==> src/rtl/pipo_bank.sv <==
// pipo_bank: captures switch snapshots into a circular bank on button presses,
// steps through stored snapshots, and drives either live switches or the
// selected snapshot onto the LEDs.
module pipo_bank #(
    parameter int unsigned  WIDTH = 8,
    parameter int unsigned  DEPTH = 4,
    localparam int unsigned PW    = $clog2(DEPTH)
) (
    input  logic             clk,
    input  logic             rst,
    input  logic [WIDTH-1:0] sw,
    input  logic [3:0]       btn,
    output logic [WIDTH-1:0] led,
    output logic [PW-1:0]    slot,
    output logic [PW:0]      count,
    output logic             full
);

    localparam int unsigned BTN_LOAD  = 0;
    localparam int unsigned BTN_VIEW  = 1;
    localparam int unsigned BTN_NEXT  = 2;
    localparam int unsigned BTN_CLEAR = 3;

    // Button synchroniser and edge-detect history
    logic [3:0]       sync1_q, sync1_d;
    logic [3:0]       btn_s_q, btn_s_d;
    logic [3:0]       btn_prev_q, btn_prev_d;

    // Bank control state
    logic [PW-1:0]    wr_ptr_q, wr_ptr_d;
    logic [PW-1:0]    slot_q, slot_d;
    logic [PW:0]      count_q, count_d;
    logic             full_q, full_d;
    logic [WIDTH-1:0] led_q, led_d;

    // Snapshot storage, intentionally not reset
    logic [WIDTH-1:0] bank_q [DEPTH];
    logic             bank_we;

    logic [3:0]       edge_ev;
    logic             ev_clear, ev_load, ev_next;
    logic             view;
    logic [PW-1:0]    oldest;
    logic             unused_view_prev;

    // Rising-edge events with clear > load > next priority; lower ones are dropped
    always_comb begin
        edge_ev          = btn_s_q & ~btn_prev_q;
        ev_clear         = edge_ev[BTN_CLEAR];
        ev_load          = edge_ev[BTN_LOAD] & ~ev_clear;
        ev_next          = edge_ev[BTN_NEXT] & ~edge_ev[BTN_LOAD] & ~ev_clear;
        view             = btn_s_q[BTN_VIEW];
        unused_view_prev = btn_prev_q[BTN_VIEW];
    end

    // Next-state logic for synchroniser, pointers, count and LED mux
    always_comb begin
        sync1_d    = btn;
        btn_s_d    = sync1_q;
        btn_prev_d = btn_s_q;
        wr_ptr_d   = wr_ptr_q;
        slot_d     = slot_q;
        count_d    = count_q;
        bank_we    = 1'b0;
        oldest     = wr_ptr_q - PW'(count_q);

        // LED reflects the selection as it stood before this edge's event
        if (!view) begin
            led_d = sw;
        end else if (count_q != '0) begin
            led_d = bank_q[slot_q];
        end else begin
            led_d = '0;
        end

        if (ev_clear) begin
            wr_ptr_d = '0;
            slot_d   = '0;
            count_d  = '0;
        end else if (ev_load) begin
            bank_we  = 1'b1;
            slot_d   = wr_ptr_q;
            wr_ptr_d = wr_ptr_q + PW'(1);
            if (count_q != (PW+1)'(DEPTH)) begin
                count_d = count_q + (PW+1)'(1);
            end
        end else if (ev_next && (count_q != '0)) begin
            // Step to next older entry, wrapping from oldest back to newest
            if (slot_q == oldest) begin
                slot_d = wr_ptr_q - PW'(1);
            end else begin
                slot_d = slot_q - PW'(1);
            end
        end

        full_d = (count_d == (PW+1)'(DEPTH));
    end

    // State registers with synchronous reset; buttons reset high to mask held presses
    always_ff @(posedge clk) begin
        if (rst) begin
            sync1_q    <= '1;
            btn_s_q    <= '1;
            btn_prev_q <= '1;
            wr_ptr_q   <= '0;
            slot_q     <= '0;
            count_q    <= '0;
            full_q     <= 1'b0;
            led_q      <= '0;
        end else begin
            sync1_q    <= sync1_d;
            btn_s_q    <= btn_s_d;
            btn_prev_q <= btn_prev_d;
            wr_ptr_q   <= wr_ptr_d;
            slot_q     <= slot_d;
            count_q    <= count_d;
            full_q     <= full_d;
            led_q      <= led_d;
        end
    end

    // Single write port into the snapshot bank
    always_ff @(posedge clk) begin
        if (!rst && bank_we) begin
            bank_q[wr_ptr_q] <= sw;
        end
    end

    assign led   = led_q;
    assign slot  = slot_q;
    assign count = count_q;
    assign full  = full_q;

endmodule

==> config.mk <==
export PLATFORM = sky130hd
export DESIGN_NAME = pipo_bank
export DESIGN_NICKNAME = d
export VERILOG_FILES = /design/src/rtl/pipo_bank.sv
export SDC_FILE = /design/constraint.sdc
export NUM_CORES = 1
export LEC_CHECK = 0
export ABC_AREA = 1
export BUFFER_PORTS_ARGS = -buffer_cell sky130_fd_sc_hd__buf_2
export CAP_MARGIN = 25
export CELL_PAD_IN_SITES_DETAIL_PLACEMENT = 1
export CELL_PAD_IN_SITES_GLOBAL_PLACEMENT = 1
export CORE_ASPECT_RATIO = 0.7
export CORE_MARGIN = 5
export CORE_UTILIZATION = 30
export CTS_CLUSTER_DIAMETER = 80
export CTS_CLUSTER_SIZE = 20
export DETAILED_ROUTE_END_ITERATION = 7
export PLACE_DENSITY = 0.59
export REMOVE_ABC_BUFFERS = 1
export SETUP_SLACK_MARGIN = 0.3
export SLEW_MARGIN = 20
export SYNTH_ARGS = -nofsm -noshare
export SYNTH_HDL_FRONTEND = slang
export SYNTH_SLANG_ARGS = --single-unit
==> constraint.sdc <==
create_clock -name clk -period 2.6 [get_ports clk]
set_input_delay 0.26 -clock clk [delete_from_list [all_inputs] [get_ports clk]]
set_output_delay 0.26 -clock clk [all_outputs]
set_load 0.03 [all_outputs]
Yosys cells after proc, flatten, opt, wreduce, memory -nomap -nowiden
Memory sizes are Yosys's and may differ from the RTL's. A register that Yosys moved wholly into a read port is not among the register bits.
Cells that the tools add are included.
{"block": "word_totals", "regBits": 28, "ram_bits": 32, "elab_cells": 44, "n_memories": 1}
{"block": "op_classes", "n_addsub": 5, "n_eq_ne": 3, "muxes": 14, "n_bitwise": 7, "n_reduce_logical": 6}
{"memory": "bank_q", "words": 4, "word_bits": 8, "read_ports": 1, "rd_ports_with_merged_regs": 1, "write_ports": 1, "line": "37", "text": "logic [WIDTH-1:0] bank_q [DEPTH];"}
{"cell": "two-way mux 8 bit", "count": 2}
{"cell": "two-way mux 2 bit", "count": 5}
{"cell": "two-way mux 3 bit", "count": 3}
{"cell": "AND 4 bit", "count": 1}
{"cell": "two-way mux 1 bit", "count": 4}
{"cell": "inverter 4 bit", "count": 1}
{"cell": "subtractor 2 x 1 -> 2 bit, second input constant", "count": 2}
{"cell": "adder 3 x 1 -> 3 bit, second input constant", "count": 1}
{"cell": "AND 1 bit", "count": 3}
{"cell": "== test 3 bit, second input constant", "count": 1}
{"cell": "!= test 3 bit, second input constant", "count": 1}
{"cell": "nonzero test 3 bit", "count": 1}
{"cell": "adder 2 x 1 -> 2 bit, second input constant", "count": 1}
{"cell": "== test 2 bit", "count": 1}
{"cell": "logical AND 1 bit", "count": 2}
{"cell": "inverter 1 bit", "count": 2}
{"cell": "nonzero test 2 bit", "count": 1}
{"cell": "OR reduction 2 bit", "count": 1}
{"cell": "subtractor 2 bit", "count": 1}
{"cell": "zero test 1 bit", "count": 1}

Logic depth before layout (Yosys ltp)
{"block": "logic_depth", "ltp_word": 10, "depth_mapped": 12}

Worst setup path before layout
Ideal clock, no wire load.
{"block": "synth_timing", "path_type": "reg-to-reg", "startpoint": "reg count_q[0], in the netlist count[0]", "endpoint": "reg (tool-made name)", "setup_ps": 70, "arrival_ps": 1565, "required_ps": 2530, "setup_slack_ps": 965, "path_stages_with_launch": 9, "path_cell_list": "dfxtp_1 -> ha_1 -> xor2_2 -> nand3_2 -> nand2_1 -> nand2_1 -> nand2_1 -> nand3_2 -> a21oi_2"}
{"element": "start, declared", "line": "32", "text": "logic [PW:0] count_q, count_d;"}
{"element": "start signal, assigned", "line": "116", "text": "count_q <= count_d;"}

==> summary.txt <==
Timing
  • Final hold violation count: 0
  • Fin crit period: 1.790 ns
  • Final Skew: 0.005889 ns
  • RSZ-0062 raised after global routing: false
  • Final setup margin: 0.8097 ns
  • Rel. slew slack: 44.06%
  • Slew @ Worst Pin: 0.8360 ns
  • Tcrit/Tclk final: 68.86%
  • Setup TNS: 0 ns
  • Max Clock Freq: 558.6 MHz
  • Slew Limit Fails: 0
  • Final Setup Violations: 0

Clocking
  • Root Buffer: clkbuf_16
  • Clk slew on worst S/H paths: 0.05 ns
  • Worst skew pair latency: 0.33 ns
  • CTS Buf Count: 9
  • Post-CTS setup buffer count: 0
  • Htree depth: 3
  • TritonCTS clock tree: yes
  • Maximum buffer depth of the clock tree: 2
  • Cts hold-fix bufs: 0
  • Post-CTS Resized: 0
  • Clk sink count: 61

Die
  • Die ar.: 0.01014 mm^2
  • Initial Util: 30.99%
  • FP Rows: 27
  • CORE AREA: 0.007939 mm^2
  • Die Height: 85.76 um
  • # IOs: 28
  • Die X: 118.2 um

Min path
  • Hold Crit Class: input port to register

Job
  • Maxcap violations: 0

Detailed routing
  • DRT antenna net count: 0
  • Vias: 1724
  • DRC errors left: 0
  • Final WL: 5566 um
  • Drt via density: 4.466
  • DRT Pass-1 Iters: 4
  • DRC violation total after the first TritonRoute iteration: 72
  • Routed WL per cell: 14.42 um

Logic synthesis
  • Asr flop ratio synth: 0%
  • Simple-gate share of the synthesized area: 19.68%
  • Post-synth EDFFs: 32
  • Ranking of synthesized cells by area: edfxtp_1 (39%), dfxtp_1 (24%), nand2_1 (8.4%)
  • Post-synthesis instance area: 0.002460 mm^2
  • Mean Syn Cell Area: 10.08 um^2
  • Register area share after synthesis: 62.67%
  • Netlist cell types: 30
  • Post-synthesis mux area share: 0%
  • Yosys top cell area share: 39.06%
  • Commonest cells in the synthesized netlist: nand2_1 (55), nor2_1 (35), edfxtp_1 (32), dfxtp_1 (29), inv_1 (14)
  • Post-synthesis compound-gate area fraction: 8.240%
  • Adder-cell area share of the yosys netlist: 3.561%
  • Largest family of logic cells by synthesized area: simple AND/OR/NAND/NOR gates
  • Number of synthesized register bits: 61
  • Most frequent cell after synthesis: nand2_1
  • Xor-xnor portion of the synthesized cell area: 1.017%
  • Syn Inst Count: 244
  • Ys flop type: edfxtp_1
  • Synth area leader: edfxtp_1
  • YS warnings: 0

Finish
  • Area Growth Syn to Fin: 22.23%
  • Diode count: 0
  • Fin nets: 301
  • Fraction of layout cells with a size suffix above 1: 24.91%
  • Fin util: 37.87%

Placement
  • DP Wirelength: 3944 um
  • Placer Congestion: 0.7621
  • IO Port Bufs: 27
  • Dpl ws: 0.7544 ns

Critical path
  • Buf+Inv Stages, Crit Path: 1
  • Critical path type: register to register
  • Critical path's most frequent cell: nand2_1
  • CP required: 2.86 ns
  • Worst path top cell family by delay: simple AND/OR/NAND/NOR gates
  • R2R depth: 9
  • Startpoint Class: register
  • RR Startpoint: wr_ptr_q[0]$_SDFFE_PP0P_
  • Critical Path End Type: register
  • CP arrival: 2.05 ns
  • Cell at the slowest stage of the critical path: dfxtp_1
  • CP Max Fanout: 5
  • Slowest cell delay on critical path: 0.40 ns
  • Reg2Reg Setup Slack: 0.81 ns
  • CP Cell Sequence: inv_1, ha_1, xor2_2, nand3_2, nand2_1, nand2_1, nand2_1, nand3_2, a21oi_2
  • Crit path from: wr_ptr_q[0]$_SDFFE_PP0P_
  • Critical path depth: 9

GRT
  • First-pass GRT wire length: 9473 um
  • Pin count of the biggest net entering global routing: 18
  • Grt ovf: 0
  • GRT Total Usage: 12.19%
  • Vias in the first global route: 1829
  • Antenna violations before repair: 0

Pwr
  • Pwr per Cell Area: 758.9 mW/mm^2
  • Worst VDD drop: 0.4258 mV
  • Leak pwr: 1.222 nW

Status
  • Status: complete, no violations
[sequential cells by signal (all words and copies together) (netlist names), named ones only]
register    count
bank_q         32
btn_prev_d      4
btn_prev_q      3
btn_s_d         4
count           3
full            1
led             8
slot            2
wr_ptr_q        2
[cells in the final DEF (no fill, tap or decap), drive strengths merged, types with 7 or more instances in the layout]
cell type | Yosys | routed
nand2 | 56 | 56
nor2 | 38 | 38
or2 | 8 | 8
clkbuf | 2 | 13
o21ai | 11 | 11
a21oi | 12 | 12
dfxtp | 29 | 29
inv | 23 | 24
buf | 3 | 30
ha | 7 | 7
nand3 | 7 | 7
o32ai | 8 | 8
edfxtp | 32 | 32
[cell type report]
type                    count  area [um^2]
clock buffers              13        271.5
clock inverters             3        16.27
fillers                   894         4932
inverters                  24        93.84
multi-input cells         154        799.5
flip-flops and latches     61         1541
well taps                 101        126.4
repair buffers             30        157.7
[stage by stage]
step / std cells / hold WS (ns) / power [W] / instance area (um^2)
CTS: 386 / 0.09767 / 0.002315 / 3007
detailed placement: 370 / 0.3994 / 0.001171 / 2719
finish: 386 / 0.1114 / 0.002282 / 3007
global placement: 370 / 0.3918 / 0.001168 / 2719
floorplan: 239 / 0.3291 / 0.001122 / 2435
global route: 386 / 0.1005 / 0.002383 / 3007
[cells by family after synthesis]
| family | after synthesis |
|---|---|
| compound gates | 33 |
| xor+xnor | 2 |
| fa+ha+maj | 7 |
| buf+inv | 29 |
| flops | 61 |
| simple gates | 112 |
[worst min path at each step]
stage | from | to | slack [ns] | cells past startpoint
6_report | btn[3] | btn_s_d[3]$_SDFF_PP1_ | 0.11 | 2
5_1_grt | btn[0] | btn_s_d[0]$_SDFF_PP1_ | 0.10 | 2
4_1_cts | btn[3] | btn_s_d[3]$_SDFF_PP1_ | 0.1 | 2
3_5_place_dp | btn_s_d[1]$_SDFF_PP1_ | btn_prev_d[1]$_SDFF_PP1_ | 0.40 | 1
3_3_place_gp | btn_s_d[1]$_SDFF_PP1_ | btn_prev_d[1]$_SDFF_PP1_ | 0.39 | 1
2_1_floorplan | rst | led[0]$_SDFF_PP0_ | 0.33 | 1
[routing by layer]
| metal | up-vias | GRT usage, % | part of all wire [%] |
|---|---|---|---|
| met2 | 29 | 17.20 | 41 |
| met1 | 808 | 16.55 | 53 |
| met5 | - | 0 | 0 |
| met4 | 0 | 4.063 | 0.95 |
| met3 | 6 | 5.537 | 4.9 |
| li1 | 881 | - | - |
[report_power, final]
part           switching (W)  internal (W)  total, W
clock network       0.000407      0.000725   0.00113
registers         0.00000873       0.00103   0.00104
logic              0.0000737     0.0000386  0.000112
total               0.000489       0.00179   0.00228
No activity file was read; power rests on OpenSTA's default activity.
